`src/rtl/dma_pkg.sv`:
```
// Shared definitions for the DMA burst sequencer: AXI constants, size helper and FSM encoding.
package dma_pkg;

  localparam int unsigned AXI_BOUNDARY   = 4096;
  localparam logic [1:0]  AXI_BURST_INCR = 2'b01;

  // Ceiling log2, used to derive the AXI size field from the data width in bytes.
  function automatic int unsigned clog2(input int unsigned v);
    int unsigned r;
    r = 0;
    while ((64'd1 << r) < 64'(v)) r++;
    return r;
  endfunction

  typedef enum logic [2:0] {
    SEQ_IDLE  = 3'd0,
    SEQ_CALC  = 3'd1,
    SEQ_START = 3'd2,
    SEQ_ACK   = 3'd3,
    SEQ_RUN   = 3'd4,
    SEQ_DONE  = 3'd5
  } seq_state_e;

endpackage

```
`src/rtl/dma_burst_sequencer_if.sv`:
```
// Command and channel-facing signals of one burst sequencer instance.
interface dma_burst_sequencer_if #(
  parameter int unsigned ADDR_W  = 32,
  parameter int unsigned BEATS_W = 24
);
  logic               cmd_valid_i;
  logic               cmd_ready_o;
  logic [ADDR_W-1:0]  cmd_addr_i;
  logic [BEATS_W-1:0] cmd_beats_i;
  logic               start_o;
  logic [ADDR_W-1:0]  addr_o;
  logic [7:0]         len_o;
  logic [2:0]         size_o;
  logic               chan_busy_i;
  logic               busy_o;
  logic               done_o;
  logic [15:0]        burst_cnt_o;

  // Sequencer side.
  modport slave (
    input  cmd_valid_i, cmd_addr_i, cmd_beats_i, chan_busy_i,
    output cmd_ready_o, start_o, addr_o, len_o, size_o, busy_o, done_o, burst_cnt_o
  );

  // Command producer / channel side.
  modport master (
    output cmd_valid_i, cmd_addr_i, cmd_beats_i, chan_busy_i,
    input  cmd_ready_o, start_o, addr_o, len_o, size_o, busy_o, done_o, burst_cnt_o
  );
endinterface

```
`src/rtl/dma_burst_calc.sv`:
```
// Combinational burst sizing: largest INCR burst from cur_addr that respects MAX_BURST,
// the remaining beats and the next 4 KiB boundary.
module dma_burst_calc
  import dma_pkg::*;
#(
  parameter int unsigned ADDR_W    = 32,
  parameter int unsigned BEATS_W   = 24,
  parameter int unsigned MAX_BURST = 256,
  parameter int unsigned SIZE      = 3
) (
  input  logic [ADDR_W-1:0]  cur_addr,
  input  logic [BEATS_W-1:0] rem_beats,
  output logic [8:0]         n,
  output logic [ADDR_W-1:0]  next_addr
);

  localparam int unsigned NW = 9;
  localparam int unsigned RW = 13;

  logic [RW-1:0] room;
  logic [NW-1:0] cap;

  always_comb begin
    room = (RW'(AXI_BOUNDARY) - {1'b0, cur_addr[11:0]}) >> SIZE;
    if (rem_beats < BEATS_W'(MAX_BURST)) cap = NW'(rem_beats);
    else                                 cap = NW'(MAX_BURST);
    // cur_addr is always size-aligned, so room is at least one beat.
    if (RW'(cap) > room) n = NW'(room);
    else                 n = cap;
    next_addr = cur_addr + (ADDR_W'(n) << SIZE);
  end

endmodule

```
`src/rtl/dma_burst_sequencer.sv`:
```
// Splits a long DMA command into AXI-legal INCR bursts and issues them one at a time
// to a single channel, sequencing on the channel busy flag.
module dma_burst_sequencer
  import dma_pkg::*;
#(
  parameter int unsigned DMA_DATA_WIDTH_SRC = 64,
  parameter int unsigned DMA_AXI_ADDR_WIDTH = 32,
  parameter int unsigned BEATS_WIDTH        = 24,
  parameter int unsigned MAX_BURST          = 256
) (
  input logic                   m_axi_aclk,
  input logic                   m_axi_areset,
  dma_burst_sequencer_if.slave  bus
);

  localparam int unsigned BYTES   = DMA_DATA_WIDTH_SRC / 8;
  localparam int unsigned SIZE    = clog2(BYTES);
  localparam int unsigned ADDR_W  = DMA_AXI_ADDR_WIDTH;
  localparam int unsigned BEATS_W = BEATS_WIDTH;
  localparam logic [ADDR_W-1:0] ALIGN_MASK = ~ADDR_W'(BYTES - 1);

  seq_state_e         state_q, state_d;
  logic               cmd_ready_q, cmd_ready_d;
  logic               start_q, start_d;
  logic               done_q, done_d;
  logic               busy_q, busy_d;
  logic [ADDR_W-1:0]  addr_q;
  logic [7:0]         len_q;
  logic [15:0]        burst_cnt_q;
  logic [ADDR_W-1:0]  cur_addr_q;
  logic [BEATS_W-1:0] rem_q;
  logic               accept;
  logic [8:0]         n;
  logic [ADDR_W-1:0]  next_addr;

  dma_burst_calc #(
    .ADDR_W    (ADDR_W),
    .BEATS_W   (BEATS_W),
    .MAX_BURST (MAX_BURST),
    .SIZE      (SIZE)
  ) u_calc (
    .cur_addr  (cur_addr_q),
    .rem_beats (rem_q),
    .n         (n),
    .next_addr (next_addr)
  );

  assign accept = (state_q == SEQ_IDLE) && bus.cmd_valid_i && cmd_ready_q;

  // Next state and next values of the registered control outputs.
  always_comb begin
    state_d     = state_q;
    cmd_ready_d = 1'b0;
    start_d     = 1'b0;
    done_d      = 1'b0;
    busy_d      = 1'b0;
    unique case (state_q)
      SEQ_IDLE:  if (accept) state_d = (bus.cmd_beats_i == '0) ? SEQ_DONE : SEQ_CALC;
      SEQ_CALC:  state_d = SEQ_START;
      SEQ_START: state_d = SEQ_ACK;
      SEQ_ACK:   if (bus.chan_busy_i) state_d = SEQ_RUN;
      SEQ_RUN:   if (!bus.chan_busy_i) state_d = (rem_q == '0) ? SEQ_DONE : SEQ_CALC;
      SEQ_DONE:  state_d = SEQ_IDLE;
      default:   state_d = SEQ_IDLE;
    endcase
    cmd_ready_d = (state_d == SEQ_IDLE);
    start_d     = (state_d == SEQ_START);
    done_d      = (state_d == SEQ_DONE);
    busy_d      = (state_d != SEQ_IDLE);
  end

  always_ff @(posedge m_axi_aclk or posedge m_axi_areset) begin
    if (m_axi_areset) begin
      state_q     <= SEQ_IDLE;
      cmd_ready_q <= 1'b0;
      start_q     <= 1'b0;
      done_q      <= 1'b0;
      busy_q      <= 1'b0;
    end else begin
      state_q     <= state_d;
      cmd_ready_q <= cmd_ready_d;
      start_q     <= start_d;
      done_q      <= done_d;
      busy_q      <= busy_d;
    end
  end

  // Burst datapath: command latch, per-burst bookkeeping and the burst counter.
  always_ff @(posedge m_axi_aclk or posedge m_axi_areset) begin
    if (m_axi_areset) begin
      addr_q      <= '0;
      len_q       <= '0;
      burst_cnt_q <= '0;
      cur_addr_q  <= '0;
      rem_q       <= '0;
    end else begin
      if (accept) begin
        cur_addr_q  <= bus.cmd_addr_i & ALIGN_MASK;
        rem_q       <= bus.cmd_beats_i;
        burst_cnt_q <= '0;
      end
      if (state_q == SEQ_CALC) begin
        addr_q     <= cur_addr_q;
        len_q      <= 8'(n - 9'd1);
        cur_addr_q <= next_addr;
        rem_q      <= rem_q - BEATS_W'(n);
      end
      if (state_q == SEQ_CALC && state_d == SEQ_START) burst_cnt_q <= burst_cnt_q + 16'd1;
    end
  end

  assign bus.cmd_ready_o = cmd_ready_q;
  assign bus.start_o     = start_q;
  assign bus.done_o      = done_q;
  assign bus.busy_o      = busy_q;
  assign bus.addr_o      = addr_q;
  assign bus.len_o       = len_q;
  assign bus.burst_cnt_o = burst_cnt_q;
  assign bus.size_o      = 3'(SIZE);

endmodule

```
`src/flat_wrapper.sv`:
```
// flat-port wrapper written by rule: the top's interface ports become plain ports
module dma_burst_sequencer_flat import dma_pkg::*;
#(
  parameter int unsigned DMA_DATA_WIDTH_SRC = 64,
  parameter int unsigned DMA_AXI_ADDR_WIDTH = 32,
  parameter int unsigned BEATS_WIDTH        = 24,
  parameter int unsigned MAX_BURST          = 256
)
  (m_axi_aclk, m_axi_areset, bus_cmd_valid_i, bus_cmd_addr_i, bus_cmd_beats_i, bus_chan_busy_i, bus_cmd_ready_o, bus_start_o, bus_addr_o, bus_len_o, bus_size_o, bus_busy_o, bus_done_o, bus_burst_cnt_o);
  dma_burst_sequencer_if #(.ADDR_W(32), .BEATS_W(24)) bus_i ();
  input logic m_axi_aclk;
  input logic m_axi_areset;
  input wire logic [$bits(bus_i.cmd_valid_i)-1:0] bus_cmd_valid_i;
  input wire logic [$bits(bus_i.cmd_addr_i)-1:0] bus_cmd_addr_i;
  input wire logic [$bits(bus_i.cmd_beats_i)-1:0] bus_cmd_beats_i;
  input wire logic [$bits(bus_i.chan_busy_i)-1:0] bus_chan_busy_i;
  output wire logic [$bits(bus_i.cmd_ready_o)-1:0] bus_cmd_ready_o;
  output wire logic [$bits(bus_i.start_o)-1:0] bus_start_o;
  output wire logic [$bits(bus_i.addr_o)-1:0] bus_addr_o;
  output wire logic [$bits(bus_i.len_o)-1:0] bus_len_o;
  output wire logic [$bits(bus_i.size_o)-1:0] bus_size_o;
  output wire logic [$bits(bus_i.busy_o)-1:0] bus_busy_o;
  output wire logic [$bits(bus_i.done_o)-1:0] bus_done_o;
  output wire logic [$bits(bus_i.burst_cnt_o)-1:0] bus_burst_cnt_o;
  assign bus_i.cmd_valid_i = bus_cmd_valid_i;
  assign bus_i.cmd_addr_i = bus_cmd_addr_i;
  assign bus_i.cmd_beats_i = bus_cmd_beats_i;
  assign bus_i.chan_busy_i = bus_chan_busy_i;
  assign bus_cmd_ready_o = bus_i.cmd_ready_o;
  assign bus_start_o = bus_i.start_o;
  assign bus_addr_o = bus_i.addr_o;
  assign bus_len_o = bus_i.len_o;
  assign bus_size_o = bus_i.size_o;
  assign bus_busy_o = bus_i.busy_o;
  assign bus_done_o = bus_i.done_o;
  assign bus_burst_cnt_o = bus_i.burst_cnt_o;
  dma_burst_sequencer #(.DMA_DATA_WIDTH_SRC(DMA_DATA_WIDTH_SRC), .DMA_AXI_ADDR_WIDTH(DMA_AXI_ADDR_WIDTH), .BEATS_WIDTH(BEATS_WIDTH), .MAX_BURST(MAX_BURST)) u_core (.m_axi_aclk(m_axi_aclk), .m_axi_areset(m_axi_areset), .bus(bus_i));
endmodule
```
`config.mk`:
```
export PLATFORM = sky130hd
export DESIGN_NAME = dma_burst_sequencer_flat
export DESIGN_NICKNAME = d
export VERILOG_FILES = /design/src/rtl/dma_pkg.sv /design/src/rtl/dma_burst_sequencer_if.sv /design/src/rtl/dma_burst_calc.sv /design/src/rtl/dma_burst_sequencer.sv /design/src/flat_wrapper.sv
export SDC_FILE = /design/constraint.sdc
export NUM_CORES = 1
export LEC_CHECK = 0
export CORE_ASPECT_RATIO = 0.75
export CORE_MARGIN = 2
export CORE_UTILIZATION = 59
export DETAILED_ROUTE_END_ITERATION = 10
export PLACE_DENSITY_LB_ADDON = 0.2
export RECOVER_POWER = 50
export SLEW_MARGIN = 25
export SYNTH_ARGS = -nofsm -noshare
export SYNTH_HDL_FRONTEND = slang
export SYNTH_SLANG_ARGS = --single-unit
```
`constraint.sdc`:
```
create_clock -name m_axi_aclk -period 8.9 [get_ports m_axi_aclk]
set_clock_uncertainty 0.15 [all_clocks]
set_input_delay 0.89 -clock m_axi_aclk [delete_from_list [all_inputs] [get_ports m_axi_aclk]]
set_output_delay 0.89 -clock m_axi_aclk [all_outputs]
set_load 0.02 [all_outputs]
```
==> metrics.md <==
| Metric | Value |
|---|---|
| Gp weighted congestion | 0.928 |
| Fin Setup TNS | 0 ps |
| Yosys warns | 0 |
| Power Density | 410 nW/µm² |
| Antenna cells | 0 |
| XOR/XNOR share of the synthesized area | 3.41% |
| Number of max-cap violations | 7 |
| Worst Hold Slack | 319 ps |
| Outcome | finished, violations left |
| GRT Util Overall | 31.1% |
| CP startpoint kind | register |
| Clock latency on the worst-skew pair | 420 ps |
| Initial antenna violation count | 0 |
| Main synth FF type | dfrtp_1 |
| Hold buffer count at CTS | 0 |
| PostCTS Resize Cnt | 0 |
| Largest net degree at the start of global routing | 91 |
| Post-DP HPWL | 13.3 mm |
| WL/cell | 17.6 µm |
| Ys async rst share | 100% |
| Cell taking the most area after synthesis | dfrtp_1 |
| Gr busiest metal | met1 |
| GRT overflow | 0 |
| Pre-antenna DRT Iters | 7 |
| Unrepaired setup endpoints after global routing | false |
| Core Box Area | 12300 µm² |
| CTS tree | built |
| Flop pwr share | 26.2% |
| Setup violations, final | 0 |
| Die H | 101 µm |
| Drt total wl | 20.2 mm |
| Syn Area/Cell | 8.39 µm² |
| Met3 Use GR | 6.79% |
| Crit Path Max Fanout | 14 |
| Slew Limit Fails | 425 |
| Critical path class | register to register |
| Vias per inst | 6.20 |
| Area growth syn-to-layout | 23.8% |
| Slew margin rel. | -162% |
| Postcts setup bufs | 0 |
| CP arrival | 7680 ps |
| Post-route ant nets | 0 |
| Die X | 133 µm |
| Syn Inst Count | 883 |
| Fin. Hold Viols | 0 |
| Main combinational cell family by area after synthesis | simple AND/OR/NAND/NOR gates |
| Yosys top cell area share | 38.2% |
| P_leak | 0.00403 µW |
| Switch share | 44.8% |
| Port bufs | 113 |
| Switch Pwr | 1690 µW |
| Inserted Clock Buffers | 17 |
| Die Area | 13500 µm² |
| Netlist cell types | 90 |
| Number of flops mapped to enable cells by yosys | 0 |
| Failing checks | max-capacitance violations, max-slew violations |
| Root buf cell | clkbuf_16 |
| H-tree depth | 4 |
| Synth area leaders | dfrtp_1 (38%), nand2_1 (8.3%), o21ai_0 (4.7%), ha_1 (4.2%), nor2_1 (3.3%) |
| Commonest non-fill, non-tap cells in the layout | nand2_1 (163), dfrtp_1 (113), o21ai_0 (69) |
| Post-synthesis simple-gate area fraction | 26.2% |
| Post-synthesis mux area share | 0.422% |
| Vias in the first global route | 6458 |
| Fin crit share | 84.5% |
| Seq/Total Area, Yosys | 38.2% |
| Synth Area in Adders | 5.03% |
| Grt met1 use | 47.2% |
| Hold Crit Class | register to register |
| Vias | 7116 |
| Clk slew on worst S/H paths | 60 ps |
| Fin crit period | 7520 ps |
| Rows | 35 |
| Met2 Usage GRT | 45.7% |
| Setup crit end kind | register |
| CP Data Required Time | 9060 ps |
| Share of cells above drive strength 1 | 8.15% |
| Synth Register Bits | 113 |
| Commonest non-fill, non-tap cell in the layout | nand2_1 |
| Mapped Area | 7410 µm² |
| Clock group share of total power | 21.0% |
| Synth Area in Compound Gates | 20.7% |
| Post-route DRC | 0 |
| Worst slew pin tran | 3920 ps |
| Nets | 1056 |
| Global-route wire length before repair | 33.3 mm |
| Starting Density | 60.4% |
| # IOs | 123 |
| Iter 0 DRT Violations | 766 |
| Worst vdd ir | 0.199 mV |
| Clock Path Buffers | 2 |
| Comb pwr share | 52.8% |
| Sinks on Clock Net | 113 |
| Internal Power | 2080 µW |
| Achievable Freq | 133 MHz |
cell families after synthesis:
logic type	count (synthesis)
AO/OA/AOI/OAI	225
XOR/XNOR	28
adder cells (fa/ha/maj)	29
buffers and inverters	92
flip-flops	113
multiplexers	3
other	2
AND/OR/NAND/NOR	391
cells in the mapped netlist (5+ instances only):
cell type and number:
nor2_1 65, nor3_1 22, and2_1 10, nand3_1 20
o31ai_1 7, a31oi_1 15, nand2_1 163, a21oi_1 23
o21a_1 7, a21o_1 8, or3_1 18, or2_2 5
buf_1 6, nand4_1 12, clkbuf_1 28, ha_1 25
buf_2 6, nor4_1 8, nor3_2 6, inv_1 34
o22ai_1 10, xor2_1 13, o21ai_0 69, a211oi_1 26
xnor2_1 14, dfrtp_1 113, buf_4 9, a311oi_1 5
o211ai_1 7, a31o_2 6, and3_1 25
power groups by stage:
stage	combinational (µW)	clock [µW]	sequential (µW)
after floorplan	1370	0	1030
after global placement	1920	0	978
after detailed placement	1960	0	985
after CTS	1990	793	982
after global routing	2200	820	1020
final	1990	792	987
final cells by class:
| cell class | count | area [µm²] |
|---|---|---|
| multi-input combinational | 682 | 4170 |
| fill | 944 | 3090 |
| sequential | 113 | 2830 |
| timing repair buffer | 119 | 1160 |
| clock buffer | 17 | 425 |
| clock inverter | 15 | 253 |
| tap | 166 | 208 |
| inverter | 36 | 136 |
final timing paths:
kind	startpoint	to	slack [ps]	depth (start not counted)
worst max-delay path	u_core.cur_addr_q[4]	u_core.cur_addr_q[25]	1380	23
worst min-delay path	u_core.bus.addr_o[17]	u_core.bus.addr_o[17]	320	2
worst max register to register	u_core.cur_addr_q[4]	u_core.cur_addr_q[25]	1380	23
worst min register to register	u_core.bus.addr_o[17]	u_core.bus.addr_o[17]	320	2
max in group asynchronous	m_axi_areset	u_core.cur_addr_q[27]	2980	3
min in group asynchronous	m_axi_areset	u_core.bus.done_o	1290	2
per-stage QoR:
step,total power (µW),worst slack [ps],cell area [µm²],util (%),cells
after floorplan,2400,3090,7430,-,887
after global placement,2900,1780,8510,69.4,1116
after detailed placement,2940,1760,8520,69.5,1116
after CTS,3770,1620,9200,75.0,1148
after global routing,4040,869,9180,74.8,1148
final,3770,1380,9180,74.8,1148
routing by layer:
layer	part of all wire (%)	wire length (µm)
met5	0	0
met4	0.94	189
met3	9.1	1840
met2	44	8850
met1	46	9300
sequential cells by signal, summed over array words and instances (netlist names):
| register | cells |
|---|---|
| u_core.bus.addr_o | 29 |
| u_core.bus.cmd_ready_o | 1 |
| u_core.bus.start_o | 1 |
| u_core.cur_addr_q | 29 |
| u_core.bus.len_o | 8 |
| u_core.bus.busy_o | 1 |
| u_core.state_q | 3 |
| u_core.bus.burst_cnt_o | 16 |
| u_core.rem_q | 24 |
| u_core.bus.done_o | 1 |
critical path, cell delays in order, from the launching register on:
cell and delay (ps):
dfrtp_1 410, inv_1 200, ha_1 200, or4b_2 640, nor2_1 220, xor2_2 400, ha_1 340, o21a_1 200
o21ai_0 280, a221o_1 450, nor2_1 210, o21ai_0 720, ha_1 320, inv_1 70, fa_1 400, inv_1 80
a21oi_1 70, o21bai_1 370, or2_2 190, o31ai_1 60, o31a_1 300, o21ai_2 570, a311oi_1 200, a311oi_1 360
(Power assumes the default switching activity.)
==> variant 1: new RTL, config.mk and constraints unchanged <==
The 6 states of `seq_state_e` get a one-hot encoding in 6 bits.
--- a/src/rtl/dma_pkg.sv
+++ b/src/rtl/dma_pkg.sv
@@ -13,11 +13,11 @@
   endfunction
 
-  typedef enum logic [2:0] {
-    SEQ_IDLE  = 3'd0,
-    SEQ_CALC  = 3'd1,
-    SEQ_START = 3'd2,
-    SEQ_ACK   = 3'd3,
-    SEQ_RUN   = 3'd4,
-    SEQ_DONE  = 3'd5
+  typedef enum logic [5:0] {
+    SEQ_IDLE  = 6'b000001,
+    SEQ_CALC  = 6'b000010,
+    SEQ_START = 6'b000100,
+    SEQ_ACK   = 6'b001000,
+    SEQ_RUN   = 6'b010000,
+    SEQ_DONE  = 6'b100000
   } seq_state_e;
 
Function: no difference found for any inputs over 10 cycles, from zero or initial values and one cycle with m_axi_areset high; not proved beyond that.
==> variant 1 against the original RTL <==
- the flow still finishes with violations (capacitance limit, slew limit)
- synthesized area increased by 0.37%
- non-clock buffer count unchanged
- via count increased by 0.30%
- clock power decreased by 13%
- power decreased by 3.6%
- routed wire length decreased by 1.9%
- sequential power increased by 0.7%
- maximum frequency increased by 11%
- cell area about the same
- worst setup slack improved by 0.76 ns
- core utilization decreased by 0.21 points
- sequential cell count increased by 3
- global-route usage decreased by 0.75 points
- highest routed layer unchanged
==> variant 1: results <==
set metrics [dict create \
    status "finished, violations left" \
    violations "capacitance limit, slew limit" \
    port_buffers 113 \
    fill_cells 937 \
    wl_per_cell_um 17.0 \
    cts_resized 0 \
    critPathMaxFanout 17 \
    synth_commonest_cells "178 x nand2_1, 115 x dfrtp_1, 78 x nor2_1" \
    post_dp_cell_area_sq_mm 0.00860 \
    place.gp.congestion 0.884 \
    syn_avg_cell_area_sq_um 8.26 \
    grt_max_degree 78 \
    grt_pass1_wl_mm 32.8 \
    ys_types 87 \
    dp_hpwl_mm 13.0 \
    cts_root_buf "clkbuf_16" \
    critPathArrivalTime_ns 6.91 \
    cp_slowest_cell "o21ai_2" \
    netlist_top_cells_area "dfrtp_1 39%, nand2_1 9.0%, o21ai_0 4.4%" \
    cts_buffers 17 \
    crit_path_max_incr_delay_ns 0.63 \
    drive_gt1_share_pct 7.41 \
    leakage_nw 4.05 \
    dr.pass1.iters 5 \
    fin_cells 1165 \
    dr_total_vias 7137 \
    ir_drop_mv 0.251 \
    synth_seq_area_share_pct 39.0 \
    post_cts_buffers 0 \
    drv_cap 3 \
    slew_headroom_pct -170 \
    maxSlewViolCount 181 \
    hp-class "reg2reg" \
    drt_iter0_drc 573 \
    num_antenna_cells 0 \
    dp.cells 1133 \
    grt_pass1_vias 6550 \
    async_reset_ff_share_pct 100 \
    grt_usage_pct 30.4 \
    clk-insertion-delay-late_ns 0.42 \
]
## variant 1: changes by cell type after synthesis, moves of 9 or more
cell / delta
nor2_1: +13
a21oi_1: +9
a211oi_1: -10
nand2_1: +15
or3_1: -11
nand3_1: +9
## variant 1: path summary, 6_finish.rpt
path                                       start                     to  slack, ns  cells past startpoint
min reg2reg                u_core.bus.addr_o[29]  u_core.bus.addr_o[29]       0.32                      2
max in group asynchronous           m_axi_areset  u_core.cur_addr_q[28]       2.87                      3
min in group asynchronous           m_axi_areset      u_core.state_q[2]       1.22                      2
min                        u_core.bus.addr_o[29]  u_core.bus.addr_o[29]       0.32                      2
max                              u_core.rem_q[9]  u_core.cur_addr_q[18]       2.14                     23
max reg2reg                      u_core.rem_q[9]  u_core.cur_addr_q[18]       2.14                     23
## variant 1: final cells by class
class                   count  area, sq um  area share (%)
multi-input cells         694         4170            45.4
repair buffers            119         1170            12.7
clock inverters            14          151            1.65
flip-flops and latches    116         2900            31.6
well taps                 166          208            2.26
clock buffers              18          439            4.78
inverters                  38          144            1.57
## variant 1: layer usage
| layer | vias up | global-route usage, % | wire (um) |
|---|---|---|---|
| li1 | 3382 | - | - |
| met1 | 3431 | 43.6 | 9080 |
| met2 | 300 | 47.3 | 9010 |
| met3 | 24 | 6.46 | 1490 |
| met4 | 0 | 8.10 | 224 |
| met5 | - | 0 | 0 |
## variant 1: cell families after synthesis
logic type               synth area share (%)
AO/OA/AOI/OAI                            20.4
XOR/XNOR                                 3.30
adder cells (fa/ha/maj)                  4.88
buffers and inverters                    5.35
flip-flops                               39.0
multiplexers                             1.08
other                                   0.101
AND/OR/NAND/NOR                          25.9
## variant 1: metrics by stage
step | setup WS (ns) | util, % | hold WS (ns)
2_1_floorplan | 3.39 | - | 0.299
6_report | 2.14 | 74.6 | 0.317
3_3_place_gp | 2.14 | 69.8 | 0.308
5_1_grt | 1.67 | 74.6 | 0.338
4_1_cts | 1.86 | 74.7 | 0.326
3_5_place_dp | 1.99 | 69.9 | 0.312
## variant 1: worst min-delay path: stages, from the launching register on
cell     delay (ns)
dfrtp_1        0.33
nand2_1        0.05
nand2_1        0.05
## variant 1: power breakdown
| part | switching, mW | internal (mW) | leakage (nW) |
|---|---|---|---|
| sequential | 0.249 | 0.745 | 1.43 |
| clock | 0.268 | 0.422 | 0.287 |
| combinational | 1.17 | 0.781 | 2.33 |
| total | 1.68 | 1.95 | 4.05 |
==> variant 2: new RTL, same settings <==
Made on the original files. `DMA_DATA_WIDTH_SRC` is set to 64 in 2 places; all go to 48.
--- a/src/rtl/dma_burst_sequencer.sv
+++ b/src/rtl/dma_burst_sequencer.sv
@@ -4,5 +4,5 @@
   import dma_pkg::*;
 #(
-  parameter int unsigned DMA_DATA_WIDTH_SRC = 64,
+  parameter int unsigned DMA_DATA_WIDTH_SRC = 48,
   parameter int unsigned DMA_AXI_ADDR_WIDTH = 32,
   parameter int unsigned BEATS_WIDTH        = 24,
--- a/src/flat_wrapper.sv
+++ b/src/flat_wrapper.sv
@@ -2,5 +2,5 @@
 module dma_burst_sequencer_flat import dma_pkg::*;
 #(
-  parameter int unsigned DMA_DATA_WIDTH_SRC = 64,
+  parameter int unsigned DMA_DATA_WIDTH_SRC = 48,
   parameter int unsigned DMA_AXI_ADDR_WIDTH = 32,
   parameter int unsigned BEATS_WIDTH        = 24,
Check against the original RTL: not equivalent (Yosys sat finds a counterexample within 4 cycles, from zero or initial values and one cycle with m_axi_areset high).
==> variant 2 against the original RTL <==
- cell count is 5.2% lower
- power is 4.3% lower
- count of clock-buffer cells in the layout increased by 4
- largest cell class unchanged
- the flow still finishes with violations (capacitance limit, slew limit)
- critical path depth decreased by 2
- sequential power about the same
- routed wire length up 1.5%
- sequential cell count increased by 2
- cell area down 2.3%
- synthesized area decreased by 3.1%
- worst setup slack improved by 0.32 ns
==> variant 2: results <==
set metrics [dict create \
    status "finished, violations left" \
    violations "capacitance limit, slew limit" \
    ys_types 88 \
    netlist_top_cells_area "dfrtp_1 40%, nand2_1 9.0%, o21ai_0 4.6%" \
    ir_drop_mv 0.217 \
    grt_usage_pct 32.2 \
    vias_per_cell 6.32 \
    yosys_warnings 0 \
    dp_hpwl_mm 13.9 \
    worst_hold_path.endpoint "u_core.bus.addr_o[25]" \
    critPathMaxFanout 26 \
    synth_commonest_cells "172 x nand2_1, 115 x dfrtp_1, 66 x o21ai_0" \
    drive_gt1_share_pct 8.10 \
    place.gp.congestion 0.887 \
    slew_headroom_pct -109 \
    leakage_nw 3.94 \
    wl_per_cell_um 18.8 \
    drv_cap 5 \
    reg2regPathDepth 21 \
    drt_iter0_drc 617 \
    cts_resized 0 \
    antenna_found_initial 0 \
    synth_seq_area_share_pct 40.1 \
    cts.path.max_buffers 2 \
    endpoint "u_core.rem_q[17]" \
    dr.pass1.iters 6 \
    grt_pass1_wl_mm 33.9 \
    pre_cts_ws_ns 1.63 \
    fin_cells 1088 \
    grt_pass1_vias 6807 \
    hold_start "u_core.bus.addr_o[25]" \
    maxSlewViolCount 285 \
    syn_inst 818 \
    async_reset_ff_share_pct 100 \
    fmax_ghz 0.139 \
    layout.nets 999 \
    grt_max_degree 60 \
    num_antenna_cells 0 \
    critPathArrivalTime_ns 7.34 \
    r2r_slack_ns 1.70 \
    port_buffers 115 \
    crit_start "u_core.rem_q[10]" \
]
==> variant 2: cell count changes in the layout (fill, tap and decap cells not counted), moves of 8 or more <==
cell | unedited run | this run
nor2_1 | 64 | 35
a211oi_1 | 26 | 2
o211ai_1 | 7 | 20
a31oi_1 | 15 | 3
a22oi_1 | 1 | 11
or3_1 | 18 | 8
nand2_1 | 163 | 172
and3_1 | 25 | 17
o22ai_1 | 10 | 2
==> variant 2: cell families (layout without fill, tap and decap cells) <==
kind of cell / count (synthesis) / in the layout / share of synthesized area [%]
flops: 115 / 115 / 40.1
buf+inv: 82 / 187 / 5.07
mux: 10 / 10 / 1.69
xor+xnor: 25 / 25 / 3.15
compound gates: 210 / 210 / 21.4
fa+ha+maj: 29 / 29 / 5.23
other cells: 2 / 5 / 0.105
simple gates: 345 / 345 / 23.3
==> variant 2: metrics by stage <==
| step | utilization, % | hold WS [ns] | instance area [sq um] |
|---|---|---|---|
| 5_1_grt | 76.4 | 0.344 | 8970 |
| 2_1_floorplan | - | 0.320 | 7190 |
| 3_3_place_gp | 71.2 | 0.310 | 8360 |
| 4_1_cts | 76.4 | 0.326 | 8980 |
| 3_5_place_dp | 71.2 | 0.312 | 8360 |
| 6_report | 76.4 | 0.315 | 8970 |
==> variant 2: worst max-delay path: stages, from the launching register on <==
cell and delay, ns:
dfrtp_1 0.42, or4_1 0.68, nor2_1 0.25, and3_4 0.34, nand2_1 0.13, inv_1 0.10
ha_1 0.25, a21o_1 0.16, a221oi_1 0.45, a21o_1 0.86, mux2i_1 0.60, inv_1 0.25
ha_1 0.34, nor2b_1 0.11, o21ai_0 0.08, nand2b_1 0.14, a21oi_1 0.11, o21ai_0 0.33
o311ai_4 0.19, a221oi_4 0.58, nor3_1 0.14, a221o_1 0.41
==> variant 2: metal layers <==
layer,track usage [%],wire length [um],up-vias
li1,-,-,3132
met4,10.2,332,0
met5,0,0,-
met3,7.34,1610,40
met1,44.8,9150,3369
met2,50.6,9410,336
==> variant 2: power breakdown <==
group	switching [mW]	internal (mW)	total [mW]
logic	1.14	0.761	1.90
registers	0.239	0.750	0.988
clock network	0.257	0.456	0.714
==> variant 2: final cells by class <==
class | count | area (sq um)
Inverter | 34 | 129
Fill cell | 806 | 2770
Sequential cell | 115 | 2880
Tap cell | 162 | 203
Clock buffer | 21 | 460
Timing Repair Buffer | 121 | 1180
Clock inverter | 11 | 153
Multi-Input combinational cell | 624 | 3960
